File: src/rtl/interframe_space.sv
// CAN interframe-space controller: bus integration, intermission, bus-idle and SOF detection,
// and overload-frame launch. Everything advances once per bit on the samplePoint edge.
module interframe_space #(
    parameter int IDLE_BITS         = 11,
    parameter int INTERMISSION_BITS = 3,
    parameter int MAX_OVERLOADS     = 2
) (
    input  logic       samplePoint,
    input  logic       reset,
    input  logic       canRX,
    input  logic       eofDone,
    input  logic       delimDone,
    input  logic       overloadReq,
    input  logic       isError,
    input  logic       endOverload,
    output logic       isOverload,
    output logic       startOfFrame,
    output logic       busIdle,
    output logic [1:0] ovlCount
);

    localparam int CNT_W = $clog2(IDLE_BITS + 1);
    localparam logic [CNT_W-1:0] IDLE_LAST  = CNT_W'(IDLE_BITS - 1);
    localparam logic [CNT_W-1:0] INTER_LAST = CNT_W'(INTERMISSION_BITS - 1);
    localparam logic [CNT_W-1:0] CNT_ONE    = CNT_W'(1);
    localparam logic [1:0]       OVL_MAX    = 2'(MAX_OVERLOADS);

    typedef enum logic [2:0] {
        SYNC,
        IDLE,
        WAIT,
        INTER,
        OVLD
    } state_t;

    state_t           state_q, state_d;
    logic [CNT_W-1:0] cnt_q, cnt_d;
    logic [1:0]       ovl_q, ovl_d;
    logic             sof_q, sof_d;
    logic             idle_q, idle_d;
    logic             isovl_q, isovl_d;

    always_comb begin
        state_d = state_q;
        cnt_d   = cnt_q;
        ovl_d   = ovl_q;
        sof_d   = 1'b0;

        if (state_q == SYNC) begin
            // Integration ignores all frame events; only recessive runs matter.
            if (!canRX) begin
                cnt_d = '0;
            end else if (cnt_q == IDLE_LAST) begin
                state_d = IDLE;
                cnt_d   = '0;
            end else begin
                cnt_d = cnt_q + CNT_ONE;
            end
        end else if (isError) begin
            state_d = WAIT;
        end else begin
            case (state_q)
                WAIT: begin
                    if (eofDone || delimDone) begin
                        state_d = INTER;
                        cnt_d   = '0;
                    end
                end
                OVLD: begin
                    if (delimDone || endOverload) begin
                        state_d = INTER;
                        cnt_d   = '0;
                    end
                end
                IDLE: begin
                    if (!canRX) begin
                        state_d = WAIT;
                        sof_d   = 1'b1;
                    end
                end
                INTER: begin
                    // Reactive overload outranks a local request at bit 0.
                    if (!canRX && (cnt_q <= CNT_ONE)) begin
                        state_d = OVLD;
                    end else if (overloadReq && (cnt_q == '0) && (ovl_q < OVL_MAX)) begin
                        state_d = OVLD;
                        ovl_d   = ovl_q + 2'd1;
                    end else if (cnt_q == INTER_LAST) begin
                        ovl_d = '0;
                        if (canRX) begin
                            state_d = IDLE;
                        end else begin
                            state_d = WAIT;
                            sof_d   = 1'b1;
                        end
                    end else begin
                        cnt_d = cnt_q + CNT_ONE;
                    end
                end
                default: state_d = SYNC;
            endcase
        end

        idle_d  = (state_d == IDLE);
        isovl_d = (state_d == OVLD);
    end

    always_ff @(posedge samplePoint) begin
        if (reset) begin
            state_q <= SYNC;
            cnt_q   <= '0;
            ovl_q   <= '0;
            sof_q   <= 1'b0;
            idle_q  <= 1'b0;
            isovl_q <= 1'b0;
        end else begin
            state_q <= state_d;
            cnt_q   <= cnt_d;
            ovl_q   <= ovl_d;
            sof_q   <= sof_d;
            idle_q  <= idle_d;
            isovl_q <= isovl_d;
        end
    end

    assign isOverload   = isovl_q;
    assign startOfFrame = sof_q;
    assign busIdle      = idle_q;
    assign ovlCount     = ovl_q;

endmodule
File: config.mk
export PLATFORM = sky130hd
export DESIGN_NAME = interframe_space
export DESIGN_NICKNAME = d
export VERILOG_FILES = /design/src/rtl/interframe_space.sv
export SDC_FILE = /design/constraint.sdc
export NUM_CORES = 1
export LEC_CHECK = 0
export CAP_MARGIN = 20
export CORE_MARGIN = 2
export CORE_UTILIZATION = 41
export DETAILED_ROUTE_END_ITERATION = 7
export GPL_ROUTABILITY_DRIVEN = 0
export PLACE_DENSITY_LB_ADDON = 0.05
export SYNTH_ARGS = -nofsm -noshare
export SYNTH_HDL_FRONTEND = slang
export SYNTH_SLANG_ARGS = --single-unit
File: constraint.sdc
create_clock -name samplePoint -period 5.5 [get_ports samplePoint]
set_input_delay 0.825 -clock samplePoint [delete_from_list [all_inputs] [get_ports samplePoint]]
set_output_delay 0.825 -clock samplePoint [all_outputs]
set_load 0.02 [all_outputs]
==> impl_metrics.csv, run 1 <==
group,metric,value,unit
timing,tightest_slew,514.8,ps
power_and_ir_drop,intPower,138.2,µW
power_and_ir_drop,p_per_area,174.6,nW/µm²
critical_path,cp_max_fo,8,
timing,drv_slew,0,
timing,setup_viol,0,
die,fp.dieW,50.29,µm
global_route,antenna_found_initial,0,
die,start_util,44.32,%
routing,drcViolationCount,0,
timing,post-route-min-period,2370,ps
critical_path,crit_slowest_cell,"clkdlybuf4s50_1",
power_and_ir_drop,pwr-share-comb,11.9,%
clocking,tritoncts,"yes",
routing,vias,804,
clocking,cts_root_buf,"clkbuf_4",
min_path,hold_path_depth,2,
final_layout,diodes,0,
global_route,grt_pass1_wl,3470,µm
power_and_ir_drop,clkPwrFrac,39.5,%
critical_path,worstSetupPathType,"in -> reg",
power_and_ir_drop,switching_share,24.16,%
final_layout,instances_no_fill,140,
clocking,cts_buffer_depth,2,
routing,drtPass1Iterations,4,
critical_path,slowest_delay,630,ps
clocking,postCtsHoldBufs,0,
routing,drt_wl_total,1952,µm
synthesis,synthTopCellsByArea,"dfxtp_1 (27%), ha_1 (7.1%), nor2_1 (5.1%)",
min_path,holdCritPathClass,"reg -> reg",
routing,drt.antenna.violating_nets,0,
clocking,insertion_delay,270,ps
min_path,whs_endpoint,"cnt_q[1]$_SDFFE_PP0P_",
clocking,clk_transition_reported_paths,80,ps
final_layout,drive_gt1_share,13.27,%
critical_path,cp.buffers_inverters,1,
timing,slew_headroom,65.63,%
critical_path,critPathLaunchType,"input pin",
placed_design,placed_cells,136,
global_route,track_usage,17.77,%
critical_path,timing.critical_path.to_type,"flop",
critical_path,worstReg2RegStart,"cnt_q[0]$_SDFFE_PP0P_",
timing,rsz0062_at_grt,"false",
timing,setup_ws,3130,ps
run,max-cap-violations,0,
placed_design,place.port_buffers,12,
placed_design,dpl.hpwl,1428,µm
power_and_ir_drop,p_leak,0.0003920,µW
power_and_ir_drop,sequentialPowerShare,48.6,%
timing,period_share,43.10,%
timing,fmax,0.4219,GHz
critical_path,cpLargestDelayFamily,"compound AO/OA/AOI/OAI gates",
synthesis,avgSynthCellArea,8.696,µm²
synthesis,synthesis.instances,101,
critical_path,crit_cells,6,
placed_design,place_ws,2853,ps
die,rows,16,
synthesis,synth_nets,114,
clocking,postCtsSetupRepairBufs,0,
critical_path,r2r_cells,7,
critical_path,cp.required,5690,ps
synthesis,synth.distinct_cells,46,
routing,vias_per_cell,5.743,
clocking,cts_buffers,3,
global_route,grt_overflow_total,0,
routing,drt-initial-drc-count,21,
synthesis,ys_seq_area_share,27.35,%
critical_path,regToRegSetupSlack,3550,ps
clocking,clock_sinks,12,
critical_path,crit_chain,"clkdlybuf4s50_1, o21ba_4, o311ai_2, o2111a_2, nand2_2, o32ai_2",
synthesis,yosysWarnings,0,
timing,finClkSkew,3.183,ps
power_and_ir_drop,peakVddDrop,0.1381,mV
global_route,grt_max_degree,17,
synthesis,synth_top_cell_by_area,"dfxtp_1",
min_path,holdCritStartpoint,"cnt_q[1]$_SDFFE_PP0P_",
critical_path,r2r_end,"cnt_q[3]$_SDFFE_PP0P_",
global_route,grt_pass1_vias,734,
final_layout,syn2layout_area_growth,18.80,%
die,die_h,50.29,µm
routing,wl_per_cell,13.94,µm
clocking,cts_resized,0,
run_status,outcome,"finished clean",
critical_path,cp_data_arrival_time,2560,ps
timing,final.setup.tns,0,ps
power_and_ir_drop,power.net_switching,44.01,µW
synthesis,ys_ff_latch,12,
timing,hold_viol_final,0,
die,io_pins,13,
synthesis,syn_area,878.3,µm²
die,core,1982,µm²
die,die_area,2529,µm²
final_layout,final_util,52.65,%
synthesis,synth_top_area_share,27.35,%
final_layout,finalNetCount,127,
clocking,htreeDepth,1,
final_layout,fill_cells,189,
## final cells by class
class	count	area (µm²)	area share, %
clock buffers	4	36.28	3.477
inverters	5	18.77	1.799
multi-input cells	80	594.3	56.95
flip-flops and latches	12	240.2	23.02
well taps	27	33.78	3.237
repair buffers	12	120.1	11.51
## layer usage
metal  part of all wire [%]  vias to the layer above  global-route usage [%]
li1                       -                      399                       -
met1                     49                      376                   26.34
met2                     43                       27                   25.66
met3                    7.0                        2                   2.381
met4                   0.72                        0                   6.944
met5                      0                        -                       0
## how the worst max path moves through the flow
stage / startpoint / end / slack, ps
2_1_floorplan: overloadReq / cnt_q[3]$_SDFFE_PP0P_ / 3610
3_3_place_gp: canRX / cnt_q[3]$_SDFFE_PP0P_ / 2900
3_5_place_dp: canRX / cnt_q[3]$_SDFFE_PP0P_ / 2850
4_1_cts: canRX / cnt_q[3]$_SDFFE_PP0P_ / 3140
5_1_grt: canRX / cnt_q[0]$_SDFFE_PP0P_ / 3060
6_report: canRX / cnt_q[3]$_SDFFE_PP0P_ / 3130
## cell families after synthesis
logic type / synth area share (%)
AND/OR/NAND/NOR: 29.06
AO/OA/AOI/OAI: 26.93
flip-flops: 27.35
buffers and inverters: 4.986
adder cells (fa/ha/maj): 7.123
multiplexers: 3.561
XOR/XNOR: 0.9973
## metrics by stage
stage	power [µW]	hold slack, ps	instance area (µm²)
after floorplan	102.3	490.4	878.3
after global placement	112.0	517.7	1007
after detailed placement	112.1	521.4	1007
after CTS	184.1	536.0	1044
after global routing	192.0	591.6	1044
final	182.2	535.1	1044
## flip-flops by register name, indices dropped and copies added (netlist names)
name,cells
state_q,3
busIdle,1
cnt_q,4
ovlCount,2
isOverload,1
startOfFrame,1
## synth_stat cells, drive strengths merged
library cell  number
nor2              13
dfxtp             12
nand2              6
ha                 5
inv                5
nand3              5
a21oi              4
o21ai              4
buf                3
nand2b             3
nand3b             3
o32ai              3
and2               2
and3b              2
mux2i              2
nor3               2
nor3b              2
nor4               2
o211a              2
a211oi             1
a21boi             1
a221oi             1
a22oi              1
a31oi              1
and3               1
clkbuf             1
mux2               1
nor2b              1
nor4b              1
o2111a             1
o2111ai            1
o21ba              1
o21bai             1
o22a               1
o311ai             1
o31a               1
o31ai              1
o41ai              1
or2                1
xor2               1
## worst register-to-register path, delay by kind of cell (launching register included)
family,cells,cell delay [ps]
AOI/OAI and AO/OA,4,1020
adders and majority gates,1,230
buffers and inverters,1,110
DFF,1,430
and+or+nand+nor,1,80
## power groups by stage
stage	Combinational, µW	Clock (µW)	Sequential (µW)
global route	24.0	79.2	88.8
CTS	21.7	73.7	88.6
floorplan	11.9	0	90.4
detailed placement	21.4	0	90.7
finish	21.6	72.0	88.6
global placement	21.3	0	90.6
## cells in the final DEF (no fill, tap or decap), types with 2 or more instances in the layout
master	Yosys	final
nand3b_1	3	3
and3b_1	2	2
clkdlybuf4s50_1	0	12
nor4_1	2	2
o211a_1	2	2
nand2_1	5	5
a21oi_1	3	3
nand2b_1	3	3
ha_1	5	5
o32ai_1	2	2
and2_1	2	2
o21ai_0	4	4
inv_1	5	5
nor3_1	2	2
nor2_1	12	12
mux2i_1	2	2
nand3_1	5	5
dfxtp_1	12	12
clkbuf_4	0	3
(Power assumes the default switching activity.)
==> run 2: changes to the inputs <==
- clock period: 5.5 -> 2.1 ns (I/O delays scaled with it)
==> impl_metrics.csv, run 2 (synthesized netlist as in run 1, its figures left out) <==
group,metric,value,unit
clocking,postCtsSetupRepairBufs,0,
global_route,grt_pass1_wl,3284,µm
critical_path,crit_slowest_cell,"dfxtp_2",
critical_path,cp-startpoint,"cnt_q[0]$_SDFFE_PP0P_",
power_and_ir_drop,peakVddDrop,0.3240,mV
power_and_ir_drop,p_leak,0.0004033,µW
final_layout,diodes,0,
routing,drt.antenna.violating_nets,0,
routing,drcViolationCount,0,
placed_design,place.port_buffers,12,
global_route,track_usage,17.49,%
critical_path,cp_data_arrival_time,2080,ps
clocking,cts_buffers,3,
min_path,holdCritStartpoint,"cnt_q[1]$_SDFFE_PP0P_",
timing,hold_viol_final,0,
die,die_area,2529,µm²
timing,setup_ws,188.2,ps
timing,tightest_slew,523.7,ps
timing,slew_headroom,65.04,%
routing,vias,805,
final_layout,largest_reg_flops,4,
critical_path,cp_max_fo,6,
timing,finClkSkew,9.948,ps
routing,drtPass1Iterations,5,
min_path,holdCritPathClass,"reg -> reg",
routing,wl_per_cell,13.91,µm
final_layout,top_register,"cnt_q",
timing,fmax,0.5231,GHz
final_layout,finalNetCount,129,
clocking,clock_sinks,12,
global_route,grt_pass1_vias,746,
final_layout,syn2layout_area_growth,21.65,%
die,core,1982,µm²
timing,post-route-min-period,1912,ps
run,max-cap-violations,0,
timing,period_share,91.04,%
die,die_h,50.29,µm
timing,rsz0062_at_grt,"false",
routing,drt-initial-drc-count,27,
clocking,htreeDepth,1,
critical_path,cp.buffers_inverters,1,
critical_path,crit_chain,"inv_1, ha_1, o21ba_4, o311ai_2, o2111a_2, a21boi_1, o32ai_2",
clocking,insertion_delay,280,ps
critical_path,worstReg2RegStart,"cnt_q[0]$_SDFFE_PP0P_",
global_route,grt_overflow_total,0,
clocking,cts_root_buf,"clkbuf_4",
placed_design,place_ws,10.94,ps
die,start_util,44.32,%
critical_path,critPathLaunchType,"flop",
power_and_ir_drop,p_per_area,448.3,nW/µm²
die,io_pins,13,
routing,vias_per_cell,5.669,
placed_design,dpl.hpwl,1436,µm
critical_path,worstSetupPathType,"reg -> reg",
clocking,cts_buffer_depth,2,
clocking,clk_transition_reported_paths,80,ps
timing,setup_viol,0,
global_route,grt_max_degree,17,
global_route,antenna_found_initial,0,
timing,drv_slew,0,
die,rows,16,
critical_path,cpLargestDelayFamily,"compound AO/OA/AOI/OAI gates",
die,fp.dieW,50.29,µm
final_layout,final_cell_mix,"nor2_1 (12), clkdlybuf4s50_1 (12), dfxtp_1 (10)",
routing,drt_wl_total,1975,µm
critical_path,cp.required,2270,ps
timing,final.setup.tns,0,ps
run_status,outcome,"finished clean",
critical_path,timing.critical_path.to_type,"flop",
final_layout,drive_gt1_share,17.39,%
clocking,tritoncts,"yes",
critical_path,slowest_delay,390,ps
run 2: changes by cell type in the layout (fill, tap and decap cells not counted), sizes merged:
cell	before	now
buf	0	2
run 2: final cells by class:
| class | count | area, µm² |
|---|---|---|
| Fill cell | 176 | 913.4 |
| Inverter | 5 | 18.77 |
| Tap cell | 27 | 33.78 |
| Sequential cell | 12 | 242.7 |
| Multi-Input combinational cell | 80 | 601.8 |
| Clock buffer | 4 | 36.28 |
| Timing Repair Buffer | 14 | 135.1 |
run 2: what timing repair did:
action,4_1_cts,5_1_grt
hold buffers,0,0
endpoints found under the setup margin,0,2
resized for setup,0,3
run 2: power by group:
part	internal [µW]	switching, µW	total (µW)
clock network	105	82.0	187
registers	230	3.12	233
logic	29.7	29.1	58.8
run 2: path summary, 6_finish.rpt:
| check | end | slack, ps | cells past startpoint |
|---|---|---|---|
| hold reg to reg | cnt_q[1]$_SDFFE_PP0P_ | 520 | 2 |
| setup reg to reg | cnt_q[3]$_SDFFE_PP0P_ | 190 | 7 |
| setup / recovery | cnt_q[3]$_SDFFE_PP0P_ | 190 | 7 |
| hold / removal | cnt_q[1]$_SDFFE_PP0P_ | 520 | 2 |
run 2: through the flow:
stage	instance area (µm²)	power, µW	std cells	hold WS [ps]	utilization (%)
4_1_cts	1059	481.5	142	546.3	53.41
5_1_grt	1069	509.1	142	539.2	53.91
2_1_floorplan	878.3	268.0	101	385.2	-
3_3_place_gp	1022	295.8	138	517.6	51.58
3_5_place_dp	1022	296.2	138	534.0	51.58
6_report	1069	479.0	142	518.4	53.91
run 2: worst register-to-register path, cell delays in order, from the launching register on:
cell and delay (ps):
dfxtp_2 390, inv_1 90, ha_1 220, o21ba_4 220, o311ai_2 250, o2111a_2 320
a21boi_1 220, o32ai_2 90
run 2: layer usage:
layer / GRT usage [%] / routed length, µm / part of all wire (%)
met1: 22.39 / 981 / 50
met2: 27.41 / 848 / 43
met3: 3.274 / 97 / 4.9
met4: 9.722 / 47 / 2.4
met5: 0 / 0 / 0
